==> src/rtl/alu_pkg.sv <==
// Shared ALU op codes, R-type funct constants, sequencer state encoding and decode helpers
// used by the ALU control sequencer and its bench.
package alu_pkg;

  localparam logic [3:0] ALU_ADD  = 4'd0;
  localparam logic [3:0] ALU_SUB  = 4'd1;
  localparam logic [3:0] ALU_MULT = 4'd2;
  localparam logic [3:0] ALU_DIV  = 4'd3;
  localparam logic [3:0] ALU_AND  = 4'd4;
  localparam logic [3:0] ALU_OR   = 4'd5;
  localparam logic [3:0] ALU_XOR  = 4'd6;
  localparam logic [3:0] ALU_SLT  = 4'd7;
  localparam logic [3:0] ALU_MOD  = 4'd8;

  localparam logic [5:0] F_ADD  = 6'h00;
  localparam logic [5:0] F_SUB  = 6'h02;
  localparam logic [5:0] F_MULT = 6'h08;
  localparam logic [5:0] F_DIV  = 6'h1A;
  localparam logic [5:0] F_AND  = 6'h04;
  localparam logic [5:0] F_OR   = 6'h05;
  localparam logic [5:0] F_XOR  = 6'h06;
  localparam logic [5:0] F_SLT  = 6'h2A;
  localparam logic [5:0] F_MOD  = 6'h07;

  localparam logic [3:0] ALU_CTRL_RTYPE = 4'd8;

  typedef enum logic [1:0] {
    ST_IDLE = 2'd0,
    ST_RUN  = 2'd1,
    ST_DONE = 2'd2
  } seq_state_e;

  function automatic logic [3:0] alu_decode(input logic [3:0] ctrl, input logic [5:0] funct);
    logic [3:0] op;
    op = ALU_ADD;
    case (ctrl)
      4'd0: op = ALU_ADD;
      4'd1: op = ALU_SUB;
      4'd2: op = ALU_AND;
      4'd3: op = ALU_OR;
      4'd4: op = ALU_XOR;
      4'd5: op = ALU_SLT;
      ALU_CTRL_RTYPE: begin
        case (funct)
          F_ADD:   op = ALU_ADD;
          F_SUB:   op = ALU_SUB;
          F_MULT:  op = ALU_MULT;
          F_DIV:   op = ALU_DIV;
          F_AND:   op = ALU_AND;
          F_OR:    op = ALU_OR;
          F_XOR:   op = ALU_XOR;
          F_SLT:   op = ALU_SLT;
          F_MOD:   op = ALU_MOD;
          default: op = ALU_ADD;
        endcase
      end
      default: op = ALU_ADD;
    endcase
    return op;
  endfunction

  function automatic logic is_long_op(input logic [3:0] op);
    return (op == ALU_MULT) || (op == ALU_DIV) || (op == ALU_MOD);
  endfunction

endpackage

==> src/rtl/alu_iter_muldiv.sv <==
// Iterative radix-2 engine on unsigned magnitudes: shift-add multiply and restoring divide,
// one step per clock. acc_step_o is the value the accumulator takes on the next step.
module alu_iter_muldiv #(
  parameter int WIDTH = 32
) (
  input  logic               clk_i,
  input  logic               rst_n_i,
  input  logic               load_i,
  input  logic               step_i,
  input  logic               mul_i,
  input  logic [WIDTH-1:0]   mag_a_i,
  input  logic [WIDTH-1:0]   mag_b_i,
  output logic [2*WIDTH-1:0] acc_step_o
);

  logic [2*WIDTH-1:0] acc_q, acc_d;
  logic [WIDTH-1:0]   opnd_q, opnd_d;
  logic               mul_q, mul_d;
  logic [WIDTH:0]     add_sum, rem_sh, rem_dif;
  logic               q_bit;

  // Multiply: {hi, lo} with multiplier in lo. Divide: {remainder, dividend/quotient}.
  always_comb begin
    add_sum = {1'b0, acc_q[2*WIDTH-1:WIDTH]} + (acc_q[0] ? {1'b0, opnd_q} : {(WIDTH+1){1'b0}});
    rem_sh  = acc_q[2*WIDTH-1:WIDTH-1];
    rem_dif = rem_sh - {1'b0, opnd_q};
    q_bit   = ~rem_dif[WIDTH];
    if (mul_q) begin
      acc_step_o = {add_sum, acc_q[WIDTH-1:1]};
    end else begin
      acc_step_o = {(q_bit ? rem_dif[WIDTH-1:0] : rem_sh[WIDTH-1:0]), acc_q[WIDTH-2:0], q_bit};
    end
  end

  always_comb begin
    acc_d  = acc_q;
    opnd_d = opnd_q;
    mul_d  = mul_q;
    if (load_i) begin
      acc_d  = {{WIDTH{1'b0}}, (mul_i ? mag_b_i : mag_a_i)};
      opnd_d = mul_i ? mag_a_i : mag_b_i;
      mul_d  = mul_i;
    end else if (step_i) begin
      acc_d = acc_step_o;
    end
  end

  always_ff @(posedge clk_i or negedge rst_n_i) begin
    if (!rst_n_i) begin
      acc_q  <= '0;
      opnd_q <= '0;
      mul_q  <= 1'b0;
    end else begin
      acc_q  <= acc_d;
      opnd_q <= opnd_d;
      mul_q  <= mul_d;
    end
  end

endmodule

==> src/rtl/alu_ctrl_seq.sv <==
// ALU control sequencer: decodes the ALU op code and runs mult/div/mod on an iterative engine,
// holding the core stalled while the engine is busy.
module alu_ctrl_seq
  import alu_pkg::*;
#(
  parameter int WIDTH  = 32,
  parameter bit SIGNED = 1'b1
) (
  input  logic             inClk,
  input  logic             inRst_n,
  input  logic             inStart,
  input  logic [3:0]       inControl,
  input  logic [5:0]       inFunct,
  input  logic [WIDTH-1:0] inA,
  input  logic [WIDTH-1:0] inB,
  output logic [3:0]       outAlu,
  output logic             outStall,
  output logic             outBusy,
  output logic             outDone,
  output logic [WIDTH-1:0] outResult,
  output logic [WIDTH-1:0] outResultHi,
  output logic             outDivZero
);

  // state | meaning
  // IDLE  | waiting for a long op; short ops only decode
  // RUN   | engine stepping once per cycle, core stalled
  // DONE  | one-cycle result pulse, core commits and advances

  localparam int CNT_W = $clog2(WIDTH + 1);

  seq_state_e       state_q;
  logic [CNT_W-1:0] cnt_q;
  logic [3:0]       op_q;
  logic             sign_a_q, sign_b_q;
  logic             busy_q, done_q, dz_q;
  logic [WIDTH-1:0] res_q, res_hi_q;

  logic               long_op, accept, zero_div, neg_a, neg_b;
  logic [WIDTH-1:0]   mag_a, mag_b;
  logic [2*WIDTH-1:0] acc_step, prod_s;
  logic [WIDTH-1:0]   quo_s, rem_s;

  assign outAlu   = alu_decode(inControl, inFunct);
  assign long_op  = is_long_op(outAlu);
  assign accept   = (state_q == ST_IDLE) && inStart && long_op;
  assign zero_div = (outAlu != ALU_MULT) && (inB == '0);

  // The most negative value maps to itself, which is its correct unsigned magnitude.
  assign neg_a = SIGNED && inA[WIDTH-1];
  assign neg_b = SIGNED && inB[WIDTH-1];
  assign mag_a = neg_a ? -inA : inA;
  assign mag_b = neg_b ? -inB : inB;

  alu_iter_muldiv #(.WIDTH(WIDTH)) u_engine (
    .clk_i      (inClk),
    .rst_n_i    (inRst_n),
    .load_i     (accept && !zero_div),
    .step_i     (state_q == ST_RUN),
    .mul_i      (outAlu == ALU_MULT),
    .mag_a_i    (mag_a),
    .mag_b_i    (mag_b),
    .acc_step_o (acc_step)
  );

  // Corrections act on the final step's value so results are registered on entry to DONE.
  assign prod_s = (sign_a_q ^ sign_b_q) ? -acc_step : acc_step;
  assign quo_s  = (sign_a_q ^ sign_b_q) ? -acc_step[WIDTH-1:0] : acc_step[WIDTH-1:0];
  assign rem_s  = sign_a_q ? -acc_step[2*WIDTH-1:WIDTH] : acc_step[2*WIDTH-1:WIDTH];

  always_ff @(posedge inClk or negedge inRst_n) begin
    if (!inRst_n) begin
      state_q  <= ST_IDLE;
      cnt_q    <= '0;
      op_q     <= ALU_ADD;
      sign_a_q <= 1'b0;
      sign_b_q <= 1'b0;
      busy_q   <= 1'b0;
      done_q   <= 1'b0;
      dz_q     <= 1'b0;
      res_q    <= '0;
      res_hi_q <= '0;
    end else begin
      case (state_q)
        ST_IDLE: begin
          if (accept) begin
            op_q     <= outAlu;
            sign_a_q <= neg_a;
            sign_b_q <= neg_b;
            cnt_q    <= CNT_W'(WIDTH);
            if (zero_div) begin
              state_q  <= ST_DONE;
              done_q   <= 1'b1;
              dz_q     <= 1'b1;
              res_q    <= '1;
              res_hi_q <= inA;
            end else begin
              state_q <= ST_RUN;
              busy_q  <= 1'b1;
              dz_q    <= 1'b0;
            end
          end
        end
        ST_RUN: begin
          cnt_q <= cnt_q - 1'b1;
          if (cnt_q == CNT_W'(1)) begin
            state_q <= ST_DONE;
            busy_q  <= 1'b0;
            done_q  <= 1'b1;
            case (op_q)
              ALU_MULT: begin
                res_q    <= prod_s[WIDTH-1:0];
                res_hi_q <= prod_s[2*WIDTH-1:WIDTH];
              end
              ALU_DIV: begin
                res_q    <= quo_s;
                res_hi_q <= rem_s;
              end
              default: begin
                res_q    <= rem_s;
                res_hi_q <= rem_s;
              end
            endcase
          end
        end
        ST_DONE: begin
          state_q <= ST_IDLE;
          done_q  <= 1'b0;
        end
        default: begin
          state_q <= ST_IDLE;
          busy_q  <= 1'b0;
          done_q  <= 1'b0;
        end
      endcase
    end
  end

  // Gated by reset so the stall drops asynchronously even with a start still asserted.
  assign outStall    = (accept && inRst_n) || busy_q;
  assign outBusy     = busy_q;
  assign outDone     = done_q;
  assign outResult   = res_q;
  assign outResultHi = res_hi_q;
  assign outDivZero  = dz_q;

endmodule
==> config.mk <==
export PLATFORM = sky130hd
export DESIGN_NAME = alu_ctrl_seq
export DESIGN_NICKNAME = d
export VERILOG_FILES = /design/src/rtl/alu_pkg.sv /design/src/rtl/alu_iter_muldiv.sv /design/src/rtl/alu_ctrl_seq.sv
export SDC_FILE = /design/constraint.sdc
export NUM_CORES = 1
export LEC_CHECK = 0
export ABC_AREA = 1
export CAP_MARGIN = 25
export CORE_MARGIN = 4
export CORE_UTILIZATION = 55
export CTS_BUF_LIST = sky130_fd_sc_hd__clkbuf_8 sky130_fd_sc_hd__clkbuf_16
export DETAILED_ROUTE_END_ITERATION = 12
export PLACE_DENSITY = 0.76
export SLEW_MARGIN = 30
export SYNTH_ARGS = -nofsm -noshare
export SYNTH_HDL_FRONTEND = slang
export SYNTH_SLANG_ARGS = --single-unit
==> constraint.sdc <==
create_clock -name inClk -period 4.4 [get_ports inClk]
set_input_delay 0.88 -clock inClk [delete_from_list [all_inputs] [get_ports inClk]]
set_output_delay 0.88 -clock inClk [all_outputs]
set_load 0.005 [all_outputs]
==> impl_results.md <==
* DR iter-0 viols at roughly 3300
* DIE WIDTH at approximately 190 um
* Final setup margin at 0.124 ns
* Initial antenna violation count at 2
* Yosys warns at 0
* Largest net degree at the start of global routing at 71
* Height of the die at between 150 and 200 um
* Overall Power at ~21 mW
* Core ar. at roughly 34000 um2
* Critical path type: register to register
* Vias in the first global route at 22300
* Status: completed
* Synth cell count leaders: nand2_1 (1012), inv_1 (423), nor2_1 (312)
* Pwr/cell area at between 900 and 1000 nW/um2
* Setup crit end kind: register
* Num rows at 67
* CTS tree: built
* Mapped cell area at around 19000 um2
* Area contributors post-synth: dfrtp_1 (23%), nand2_1 (20%), inv_1 (8.3%)
* Grt ovf at 0
* Slew @ Worst Pin at between 1 and 1.5 ns
* Required @ worst endpoint at approximately 4.8 ns
* Cell count after synthesis at between 3000 and 4000
* Synth top area share at 23.4%
* CP arrival at ~4.7 ns
* Leak pwr at 11.3 nW
* Internal power at between 8 and 9 mW
* Maximum clock path buffer count at 2
* Finished Layout Cells at ~3900
* First-pass GRT wire length at ~130 mm
* Post-synthesis sequential area ratio at approximately a quarter
* Inst Count DP at ~3800
* Fmax achieved at approximately 230 MHz
* IO Pins at 149
* DP HPWL at between 60 and 70 mm
* Num CTS Buffers at 17
* DP Worst Slack at -0.0343 ns
* Seq pwr share at roughly 15%
* Input/output buffers at 148
* Largest area contributor in the netlist: dfrtp_1
* Syn_area_per_cell at around 5.9 um2
* Combinational Power Share at a little under 80%
* CTS Sinks at ~180
* Delay-heaviest family, CP: simple AND/OR/NAND/NOR gates
* Final Core Density at around two thirds
* Area Overhead vs Synth at 17.7%
* Crit. Startpoint: u_engine.acc_q[56]
* # nets final at 3541
* Crit Path Max Fanout at 5
* Root buf cell: clkbuf_16
* Max Slew Vio Count at 0
* Top FF cell, synth: dfrtp_1
* Die area at between 30000 and 40000 um2
* Via Count at about 24000
* IR drop worst, VDD at roughly 0.00068 V
* Most common cell in the netlist: nand2_1
* Max Cap Viol at 0
* Slew HR at roughly 32%
* Hold-fix buffers at CTS at 0
* Drt drc at 0
* Period utilization at 97.2%
* Post-Syn Nets at approximately 3400
* DRT Wirelength at approximately 90 mm
* Reg clk slew, reported paths at roughly 0.08 ns
* GPL Wtd Cong at approximately 1.1
* Number of synthesized flops with an enable pin at 0
* FF+latch count, synth at 178
* Crit path buf inv count at 3
* H-tree lvl count at 4
* Final hold violation count at 0
* Tmin final at around 4.3 ns
* Switching power at 12.7 mW
* Fraction of registers with async set/reset at between 90% and 100%
* Initial Utilization at between 50% and 60%
* Type of the tightest min-delay check: input pin to asynchronous set/reset pin
* Largest stage delay on the critical path at 0.45 ns
* Via density at approximately 6
* Sw Ratio at between 50% and 60%
* Overall global routing resource usage at between 40% and 50%
* Diodes inserted at 0
* Clk pwr share at around 7.5%
* Crit start category: register
* Iteration count of the initial detailed-routing pass at 6
* Wire per inst at 22.8 um
* Synth unique cells at 64
* Worst Clk Skew at 0.0200 ns
* Clock insertion delay at the later pin of the skew report at roughly 0.47 ns
* Critical-path top delay cell: dfrtp_1
* Share of layout cells above drive strength 1 at under 10%
* Reg2reg start: u_engine.acc_q[56]
* ANT nets after route at 0
* Setup violations, final at 0
* Crit path top cell by count: nand2_1
power by group through the flow:
| stage | Sequential [mW] | Clock (mW) | Combinational (mW) |
|---|---|---|---|
| floorplan | 2.82 | 0 | 9.80 |
| global placement | 3.09 | 0 | 15.2 |
| detailed placement | 3.10 | 0 | 15.4 |
| CTS | 3.08 | 1.59 | 15.6 |
| global route | 3.19 | 1.65 | 17.7 |
| finish | 3.15 | 1.61 | 16.5 |
worst reg2reg max path: cells and delay by family, from the launching register on:
family                     cells  cell delay, ns
and+or+nand+nor               21            2.50
DFF                            1            0.45
buffers and inverters          3            0.36
AOI/OAI and AO/OA              2            0.33
adders and majority gates      2            0.58
final timing paths:
kind	slack [ns]	cells after the start	end
worst max-delay path	0.12	28	outResultHi[18]
worst min-delay path	0.39	1	u_engine.acc_q[54]
worst max register to register	0.12	28	outResultHi[18]
worst min register to register	0.48	2	op_q[2]
max in group asynchronous	2.68	2	u_engine.mul_q
min in group inClk	0.48	2	op_q[2]
metrics by stage:
stage	cell area (um2)	hold WS (ns)	setup TNS [ns]
floorplan	19100	0.437	0
global placement	21500	0.455	0
detailed placement	21500	0.462	-0.0647
CTS	22100	0.402	0
global route	22500	0.420	-0.133
finish	22500	0.394	0
layer usage:
| layer | vias to the layer above | global-route usage [%] | wire length, um | part of all wire, % |
|---|---|---|---|---|
| met5 | - | 0 | 15 | 0.017 |
| met4 | 2 | 32.3 | 8780 | 10 |
| met3 | 458 | 11.5 | 10700 | 12 |
| met2 | 1747 | 69.8 | 37500 | 43 |
| met1 | 10700 | 53.3 | 30800 | 35 |
| li1 | 10700 | - | - | - |
placed cells by master (no fill, tap or decap), drive strengths merged, types with 121 or more instances in the layout:
| cell type | synthesis | routed |
|---|---|---|
| buf | 46 | 121 |
| o21ai | 219 | 219 |
| a21oi | 148 | 148 |
| dfrtp | 178 | 178 |
| nand3 | 299 | 299 |
| nor2 | 332 | 332 |
| nand2 | 1041 | 1041 |
| inv | 437 | 443 |
| clkdlybuf4s50 | 0 | 147 |
state kept, by name (all words and copies together), names as in the netlist, 2 cells and up:
register	count
cnt_q	6
outResult	32
outResultHi	32
op_q	4
state_q	2
u_engine.opnd_q	32
u_engine.acc_q	64
cell families (layout without fill, tap and decap cells):
| group | after synthesis | count (layout) | share of synthesized area [%] |
|---|---|---|---|
| buffers and inverters | 551 | 745 | 11.3 |
| AND/OR/NAND/NOR | 1793 | 1793 | 40.0 |
| XOR/XNOR | 89 | 89 | 4.09 |
| flip-flops | 178 | 178 | 23.4 |
| multiplexers | 2 | 2 | 0.105 |
| AO/OA/AOI/OAI | 526 | 526 | 16.4 |
| adder cells (fa/ha/maj) | 72 | 72 | 4.80 |
timing repair:
action	4_1_cts	5_1_grt
endpoints found under the setup margin	10	44
pin swaps	0	16
buffers inserted	0	8
gates resized for setup	5	72
final cells by class:
cell class | count | area (um2)
tap | 448 | 561
timing repair buffer | 269 | 2420
multi-input combinational | 2482 | 12700
fill | 3140 | 11400
clock inverter | 14 | 146
sequential | 178 | 4470
inverter | 444 | 1670
clock buffer | 18 | 439
Power figures use the tool's default switching activity.
